===== src/rtl/pipeline_hazard_ctrl_pkg.sv =====
// Shared encodings for the pipeline hazard / debug sequencing controller.
package pipeline_hazard_ctrl_pkg;

    localparam int unsigned REG_IDX_W = 5;
    localparam logic [31:0] NOP_INSN = 32'h0000_0013;

    typedef logic [1:0] state_t;

    localparam state_t ST_RUN    = 2'd0;
    localparam state_t ST_DRAIN  = 2'd1;
    localparam state_t ST_HALTED = 2'd2;
    localparam state_t ST_STEP   = 2'd3;

endpackage


===== src/rtl/pipeline_hazard_ctrl_counter.sv =====
// Wrapping event counter with synchronous clear that beats increment.
module hazard_event_counter #(
    parameter int unsigned CNT_W = 32
) (
    input  logic             clk,
    input  logic             reset,
    input  logic             inc,
    input  logic             clr,
    output logic [CNT_W-1:0] count
);

    logic [CNT_W-1:0] count_q;
    logic [CNT_W-1:0] count_d;

    always_comb begin
        count_d = count_q;
        if (clr) begin
            count_d = '0;
        end else if (inc) begin
            count_d = count_q + CNT_W'(1);
        end
    end

    always_ff @(posedge clk or posedge reset) begin
        if (reset) begin
            count_q <= '0;
        end else begin
            count_q <= count_d;
        end
    end

    assign count = count_q;

endmodule


===== src/rtl/pipeline_hazard_ctrl.sv =====
// Pipeline sequencing: load-use bubble, MEM-stage redirect squash, debug halt/step FSM
// and stall/redirect event counters.
module pipeline_hazard_ctrl
    import pipeline_hazard_ctrl_pkg::*;
#(
    parameter int unsigned CNT_W        = 32,
    parameter int unsigned DRAIN_CYCLES = 3
) (
    input  logic                 clk,
    input  logic                 reset,
    input  logic [REG_IDX_W-1:0] id_rs1,
    input  logic [REG_IDX_W-1:0] id_rs2,
    input  logic                 id_uses_rs2,
    input  logic [REG_IDX_W-1:0] ex_rd,
    input  logic                 ex_memread,
    input  logic                 mem_redirect,
    input  logic                 halt_req,
    input  logic                 step_req,
    input  logic                 cnt_clr,
    output logic                 pc_write,
    output logic                 if_id_write,
    output logic                 if_id_flush,
    output logic                 id_ex_flush,
    output logic                 ex_mem_flush,
    output logic                 halted,
    output logic [CNT_W-1:0]     stall_cnt,
    output logic [CNT_W-1:0]     redirect_cnt
);

    localparam int unsigned DW = $clog2(DRAIN_CYCLES + 1);
    localparam logic [DW-1:0] DRAIN_LOAD = DW'(DRAIN_CYCLES);

    state_t        state_q, state_d;
    logic [DW-1:0] drain_q, drain_d;
    logic          halted_q;
    logic          lu;

    assign lu = ex_memread & (ex_rd != '0) &
                ((ex_rd == id_rs1) | (id_uses_rs2 & (ex_rd == id_rs2)));

    always_comb begin
        state_d = state_q;
        drain_d = drain_q;
        case (state_q)
            ST_RUN: begin
                if (halt_req) begin
                    state_d = ST_DRAIN;
                    drain_d = DRAIN_LOAD;
                end
            end
            ST_DRAIN: begin
                if (!halt_req) begin
                    state_d = ST_RUN;
                    drain_d = '0;
                end else if (drain_q <= DW'(1)) begin
                    state_d = ST_HALTED;
                    drain_d = '0;
                end else begin
                    drain_d = drain_q - DW'(1);
                end
            end
            ST_HALTED: begin
                if (!halt_req) begin
                    state_d = ST_RUN;
                end else if (step_req) begin
                    state_d = ST_STEP;
                end
            end
            ST_STEP: begin
                // A load-use hazard holds the step until the one instruction can issue.
                if (!lu) begin
                    state_d = ST_DRAIN;
                    drain_d = DRAIN_LOAD;
                end
            end
            default: begin
                state_d = ST_RUN;
                drain_d = '0;
            end
        endcase
    end

    always_ff @(posedge clk or posedge reset) begin
        if (reset) begin
            state_q  <= ST_RUN;
            drain_q  <= '0;
            halted_q <= 1'b0;
        end else begin
            state_q  <= state_d;
            drain_q  <= drain_d;
            halted_q <= (state_d == ST_HALTED);
        end
    end

    always_comb begin
        pc_write     = 1'b1;
        if_id_write  = 1'b1;
        if_id_flush  = 1'b0;
        id_ex_flush  = 1'b0;
        ex_mem_flush = 1'b0;
        if ((state_q == ST_DRAIN) || (state_q == ST_HALTED)) begin
            pc_write    = 1'b0;
            if_id_write = 1'b0;
            id_ex_flush = 1'b1;
        end
        if (lu) begin
            pc_write    = 1'b0;
            if_id_write = 1'b0;
            id_ex_flush = 1'b1;
        end
        if (mem_redirect) begin
            pc_write     = 1'b1;
            if_id_write  = 1'b0;
            if_id_flush  = 1'b1;
            id_ex_flush  = 1'b1;
            ex_mem_flush = 1'b1;
        end
        if (reset) begin
            pc_write     = 1'b0;
            if_id_write  = 1'b0;
            if_id_flush  = 1'b0;
            id_ex_flush  = 1'b0;
            ex_mem_flush = 1'b0;
        end
    end

    assign halted = halted_q;

    hazard_event_counter #(
        .CNT_W(CNT_W)
    ) u_stall_cnt (
        .clk  (clk),
        .reset(reset),
        .inc  (lu & ~mem_redirect),
        .clr  (cnt_clr),
        .count(stall_cnt)
    );

    hazard_event_counter #(
        .CNT_W(CNT_W)
    ) u_redirect_cnt (
        .clk  (clk),
        .reset(reset),
        .inc  (mem_redirect),
        .clr  (cnt_clr),
        .count(redirect_cnt)
    );

endmodule


===== config.mk =====
export PLATFORM = sky130hd
export DESIGN_NAME = pipeline_hazard_ctrl
export DESIGN_NICKNAME = d
export VERILOG_FILES = /design/src/rtl/pipeline_hazard_ctrl_pkg.sv /design/src/rtl/pipeline_hazard_ctrl_counter.sv /design/src/rtl/pipeline_hazard_ctrl.sv
export SDC_FILE = /design/constraint.sdc
export NUM_CORES = 1
export LEC_CHECK = 0
export ABC_AREA = 1
export CELL_PAD_IN_SITES_DETAIL_PLACEMENT = 1
export CELL_PAD_IN_SITES_GLOBAL_PLACEMENT = 2
export CORE_MARGIN = 2
export CORE_UTILIZATION = 30
export DETAILED_ROUTE_END_ITERATION = 12
export PLACE_DENSITY_LB_ADDON = 0.15
export RECOVER_POWER = 50
export SLEW_MARGIN = 40
export SYNTH_ARGS = -nofsm -noshare
export SYNTH_HDL_FRONTEND = slang
export SYNTH_SLANG_ARGS = --single-unit

===== constraint.sdc =====
create_clock -name clk -period 6.2 [get_ports clk]
set_input_delay 1.86 -clock clk [delete_from_list [all_inputs] [get_ports clk]]
set_output_delay 1.86 -clock clk [all_outputs]
set_load 0.01 [all_outputs]

### Word level (Yosys, flattened, before mapping)

Index checks and enable logic that the tools add are counted.

* add/sub/neg operators: 3
* reductions and logical operators: 7
* muxes and demuxes: 28
* magnitude comparators: 1
* bitwise logic cells: 6
* eq/ne operators: 8

Operators with widths (number)
* $mux W32: 4
* $add A32 B1 Y32 const B: 2
* $mux W2: 10
* $mux W1: 12
* $eq A5 B5 Y1: 2
* $pmux W2 S4: 1
* $eq A2 B2 Y1 const B: 3
* $pmux W2 S3: 1
* $reduce_bool A5 Y1: 1
* $and A1 B1 Y1: 4
* $ne A2 B2 Y1 const B: 2
* $reduce_bool A2 Y1: 2
* $reduce_and A3 Y1: 1
* $reduce_bool A3 Y1: 1
* $eq A2 B1 Y1 const B: 1
* $le A2 B1 Y1 const B: 1
* $logic_not A2 Y1: 1
* $sub A2 B1 Y2 const B: 1
* $logic_or A1 B1 Y1: 1
* $not A1 Y1: 1
* $or A1 B1 Y1: 1

* flip-flop bits (word level): 69
* output and inout bits: 70
* input bits: 23
* logic and storage cells: 58

### Depth between registers and ports, before layout

* word-level depth: 7
* gate-level depth with buffers: 14
* mapped depth without buffers: 13

### Modules after synthesis

From an unflattened synthesis, not the netlist that was laid out.

* cells, all modules: 648
* area, all modules: 4365.4 sq um

By module, submodules not included
* hazard_event_counter: cells each 270, instances 2, area each 1881.8 sq um, seq. area each 800.8 sq um
* pipeline_hazard_ctrl: cells each 108, instances 1, area each 601.8 sq um, seq. area each 125.1 sq um

### Worst setup path after synthesis

OpenSTA, ideal clock, no wires.

* path type: input -> output
* start point: input port ex_rd[1]
* end point: output port if_id_write
* data arrival time: 2.748 ns
* path slack: 1.592 ns
* cell stages on the path: 9
* buffers on the path: 0
* data required time: 4.340 ns
* cells stage by stage: nor3_1 -> nand3_1 -> nand2_1 -> inv_1 -> nand2_2 -> inv_1 -> nor2_1 -> inv_1 -> nor3_1

* longest elaborated chain between the ends: 7
* elaborated cells between the ends (all ways): 10
* classes of those cells: eq/ne: 2; mux: 3; bitwise: 4; reduce/logical: 1

RTL lines
* start, declared: line pipeline_hazard_ctrl.sv:14 `input logic [REG_IDX_W-1:0] ex_rd,`
* $eq A5 B5 Y1: line pipeline_hazard_ctrl.sv:39 `((ex_rd == id_rs1) | (id_uses_rs2 & (ex_rd == id_rs2)));`
* $and A1 B1 Y1: line pipeline_hazard_ctrl.sv:39
* $or A1 B1 Y1: line pipeline_hazard_ctrl.sv:39
* $and A1 B1 Y1 *: line pipeline_hazard_ctrl.sv:38 `assign lu = ex_memread & (ex_rd != '0) &`
* $mux W1 *: line pipeline_hazard_ctrl.sv:106 `if (lu) begin`
* $mux W1 *: line pipeline_hazard_ctrl.sv:111 `if (mem_redirect) begin`
* $mux W1 *: line pipeline_hazard_ctrl.sv:118 `if (reset) begin`
* end, declared: line pipeline_hazard_ctrl.sv:21 `output logic if_id_write,`

Mark *: on every way between the ends. The rest lies on a longest branch, timed or not.

### Worst setup path after layout

* start point: input port ex_rd[3]
* end point: output port if_id_write

The elaborated chain is that of the path after synthesis.

==> impl_metrics.csv <==
group,metric,value,unit
run_status,result_of_the_run,"finished, violations left",
run_status,failed_checks,"max-capacitance violations, max-slew violations",
route,route.detailed.wl_per_inst,16.9,microns
sta,layout_min_cycle_time,5810,ps
route,vias,4915,
synth,synth-main-ff-cell,"sky130_fd_sc_hd__dfrtp_1",
route,routed_wirelength,16600,microns
min_path,timing.hold.worst.class,"reg -> reg",
sta,slew_limit_headroom,-0.639,
power,powerDensity,192,nW/um^2
synth,synth_fp_nets,724,
cts,cts.root.buffer_cell,"sky130_fd_sc_hd__clkbuf_16",
grt,grt_antenna_before_repair,0,
floorplanning,dieHeight,128,microns
critical_path,worst-endpoint-required,4340,ps
sta,worst_hold_slack,492,ps
route,avgViaCountPerCell,5.01,
cts,post_cts_resized,0,
route,route.antenna.remaining_nets,0,
synth,yosysWarningCount,0,
route,drt_pre_antenna_iters,4,
cts,cts.sink_count,69,
layout,antenna_cells_inserted,0,
sta,tightest_slew,2440,ps
sta,maxClockFrequency,172,MHz
critical_path,crit_path_start_kind,"input port",
synth,syn_avg_cell_area,6.66,sq um
grt,grt_resource_usage_total,0.215,
floorplanning,core_area,15100,sq um
floorplanning,fp-row-count,45,
critical_path,path_class,"in -> out",
cts,tritoncts,"yes",
job,timing.max_cap.violations,1,
cts,cts.hold.buffers_added,0,
floorplanning,start_util,0.306,
cts,cts-root-to-sink-buffers,2,
synth,share_of_async_settable_or_async_resettable_flops_after_synthesis,1.00,
grt,grt_first_pass_wirelength,27400,microns
critical_path,critical_path_arrival,3950,ps
cts,cts-buffers-inserted,9,
power,peakVddDrop,0.124,mV
floorplanning,chipWidth,128,microns
sta,setup-tns-final,0,ps
synth,post_synthesis_cells,695,
placement,hpwl,12400,microns
floorplanning,dieArea,16400,sq um
sta,timing.final.max_slew_violations,48,
placement,gp_congestion,0.826,
power,p_leak,0.00266,uW
critical_path,worst_setup_path_end_kind,"output pin",
synth,synth-seq-cells,69,
placement,port-buffer-count,92,
synth,synth_area,4630,sq um
grt,grt_overflow,0,
sta,unrepaired_setup_endpoints_after_global_routing,"false",
route,remaining_drc_errors,0,
cts,htreeDepth,3,
sta,timing_hold_violations_final,0,
synth,synth.yosys.seq_area_share,0.373,
grt,pin_count_of_the_biggest_net_entering_global_routing,48,
layout,synthToLayoutAreaGrowth,29.7,%
sta,worst_clock_skew,5.90,ps
cts,cts.reportedPaths.clkPinSlew,60,ps
route,dr.first_iter.drc_count,219,
synth,number_of_synthesized_flops_with_an_enable_pin,0,
layout,layout.nets,818,
sta,period_share,0.938,
sta,finalSetupViolCount,0,
synth,ys_types,36,
grt,first_global_vias,5268,
floorplanning,design.portCount,93,
layout,drive_gt1_frac,0.0453,
critical_path,critical_path_peak_fanout,4,
layout,fin_util,0.397,
cts,post_cts.repair.setup_buffers,0,
cts,clk_latency,350,ps
-- worst paths after layout --
path / from / endpoint / slack, ps / depth (start not counted)
worst min-delay path: drain_q[0] / drain_q[0] / 490 / 2
worst max-delay path: ex_rd[3] / if_id_write / 390 / 13
worst max register to register: u_redirect_cnt.count[0] / u_redirect_cnt.count[16] / 4070 / 8
worst min register to register: drain_q[0] / drain_q[0] / 490 / 2
max in group asynchronous: reset / u_redirect_cnt.count[3] / 1430 / 3
min in group asynchronous: reset / u_redirect_cnt.count[7] / 2730 / 2
-- cells in the mapped netlist (4+ instances only) --
cell	number	area [sq um]
sky130_fd_sc_hd__a21oi_1	22	110
sky130_fd_sc_hd__a31oi_1	6	37.5
sky130_fd_sc_hd__buf_2	4	20.0
sky130_fd_sc_hd__clkbuf_1	7	26.3
sky130_fd_sc_hd__dfrtp_1	69	1730
sky130_fd_sc_hd__ha_1	6	75.1
sky130_fd_sc_hd__inv_1	90	338
sky130_fd_sc_hd__inv_2	6	22.5
sky130_fd_sc_hd__nand2_1	198	743
sky130_fd_sc_hd__nand3_1	42	210
sky130_fd_sc_hd__nand4_1	30	188
sky130_fd_sc_hd__nor2_1	85	319
sky130_fd_sc_hd__nor2_2	4	25.0
sky130_fd_sc_hd__nor3_1	38	190
sky130_fd_sc_hd__nor3b_1	4	30.0
sky130_fd_sc_hd__o21ai_0	40	200
sky130_fd_sc_hd__xor2_1	14	123
-- flip-flops by register name, indices dropped and copies added (netlist names) --
register,flops
state_q,2
u_stall_cnt.count,32
drain_q,2
u_redirect_cnt.count,32
halted,1
-- worst max-delay path, stage by stage --
cell                              delay (ps)
sky130_fd_sc_hd__dlygate4sd3_1           600
sky130_fd_sc_hd__clkinv_1                 80
sky130_fd_sc_hd__nand2_1                  40
sky130_fd_sc_hd__nand2_1                  60
sky130_fd_sc_hd__nor2_1                   40
sky130_fd_sc_hd__nand3_1                  80
sky130_fd_sc_hd__nand2_1                  90
sky130_fd_sc_hd__nand2_2                 100
sky130_fd_sc_hd__inv_1                    60
sky130_fd_sc_hd__nor2_1                  130
sky130_fd_sc_hd__inv_1                    70
sky130_fd_sc_hd__nor3_1                  170
sky130_fd_sc_hd__clkdlybuf4s50_1         580
-- where the power goes --
part / switching, uW / total, uW / leakage (uW) / internal, uW
sequential: 15.7 / 481 / 0.000955 / 466
combinational: 107 / 172 / 0.00157 / 64.6
clock: 211 / 502 / 0.000138 / 291
total: 334 / 1160 / 0.00266 / 821
-- cell families (layout without fill, tap and decap cells) --
group                      count (synthesis)  in the layout  share of synthesized area
AOI/OAI and AO/OA                         77             77                     0.0883
xor gates and xnor gates                  17             17                     0.0321
adders and majority gates                  6              6                     0.0162
buffers and inverters                    112            211                     0.0959
DFF                                       69             69                      0.373
and+or+nand+nor                          414            414                      0.395
-- layout make-up --
class                           instances  area, sq um
Tap cell                              188          235
Clock inverter                          4         22.5
Fill cell                            1932         9140
Sequential cell                        69         1730
Multi-Input combinational cell        514         2450
Inverter                               97          365
Clock buffer                           12          256
Timing Repair Buffer                   98          955
-- cells in the final DEF (no fill, tap or decap), types with 2 or more instances in the layout --
master / n
sky130_fd_sc_hd__a21oi_1: 22
sky130_fd_sc_hd__a31oi_1: 6
sky130_fd_sc_hd__buf_4: 3
sky130_fd_sc_hd__clkbuf_1: 4
sky130_fd_sc_hd__clkbuf_16: 9
sky130_fd_sc_hd__clkbuf_8: 2
sky130_fd_sc_hd__clkdlybuf4s50_1: 72
sky130_fd_sc_hd__clkinv_1: 2
sky130_fd_sc_hd__clkinv_2: 3
sky130_fd_sc_hd__dfrtp_1: 69
sky130_fd_sc_hd__dlygate4sd3_1: 20
sky130_fd_sc_hd__ha_1: 6
sky130_fd_sc_hd__inv_1: 90
sky130_fd_sc_hd__inv_2: 4
sky130_fd_sc_hd__nand2_1: 198
sky130_fd_sc_hd__nand2_2: 2
sky130_fd_sc_hd__nand3_1: 42
sky130_fd_sc_hd__nand3_2: 2
sky130_fd_sc_hd__nand4_1: 30
sky130_fd_sc_hd__nor2_1: 86
sky130_fd_sc_hd__nor2_2: 3
sky130_fd_sc_hd__nor3_1: 39
sky130_fd_sc_hd__nor3_2: 2
sky130_fd_sc_hd__nor3b_1: 4
sky130_fd_sc_hd__o21ai_0: 40
sky130_fd_sc_hd__o21ai_1: 3
sky130_fd_sc_hd__or2_2: 2
sky130_fd_sc_hd__xnor2_1: 3
sky130_fd_sc_hd__xor2_1: 14
-- through the flow --
step	setup WS, ps	std cells	instance area, sq um	power (uW)
4_1_cts	429	982	6030	1180
3_3_place_gp	529	966	5750	661
6_report	386	982	6010	1160
3_5_place_dp	433	966	5760	666
2_1_floorplan	1590	695	4630	593
5_1_grt	179	982	6010	1210
-- layer usage --
metal / wire [microns] / vias to the layer above / GRT usage
li1: - / 2431 / -
met5: 0 / - / 0
met3: 364 / 17 / 0.0334
met4: 277 / 0 / 0.0705
met1: 7380 / 2403 / 0.260
met2: 8550 / 64 / 0.387
(Power assumes the default switching activity.)
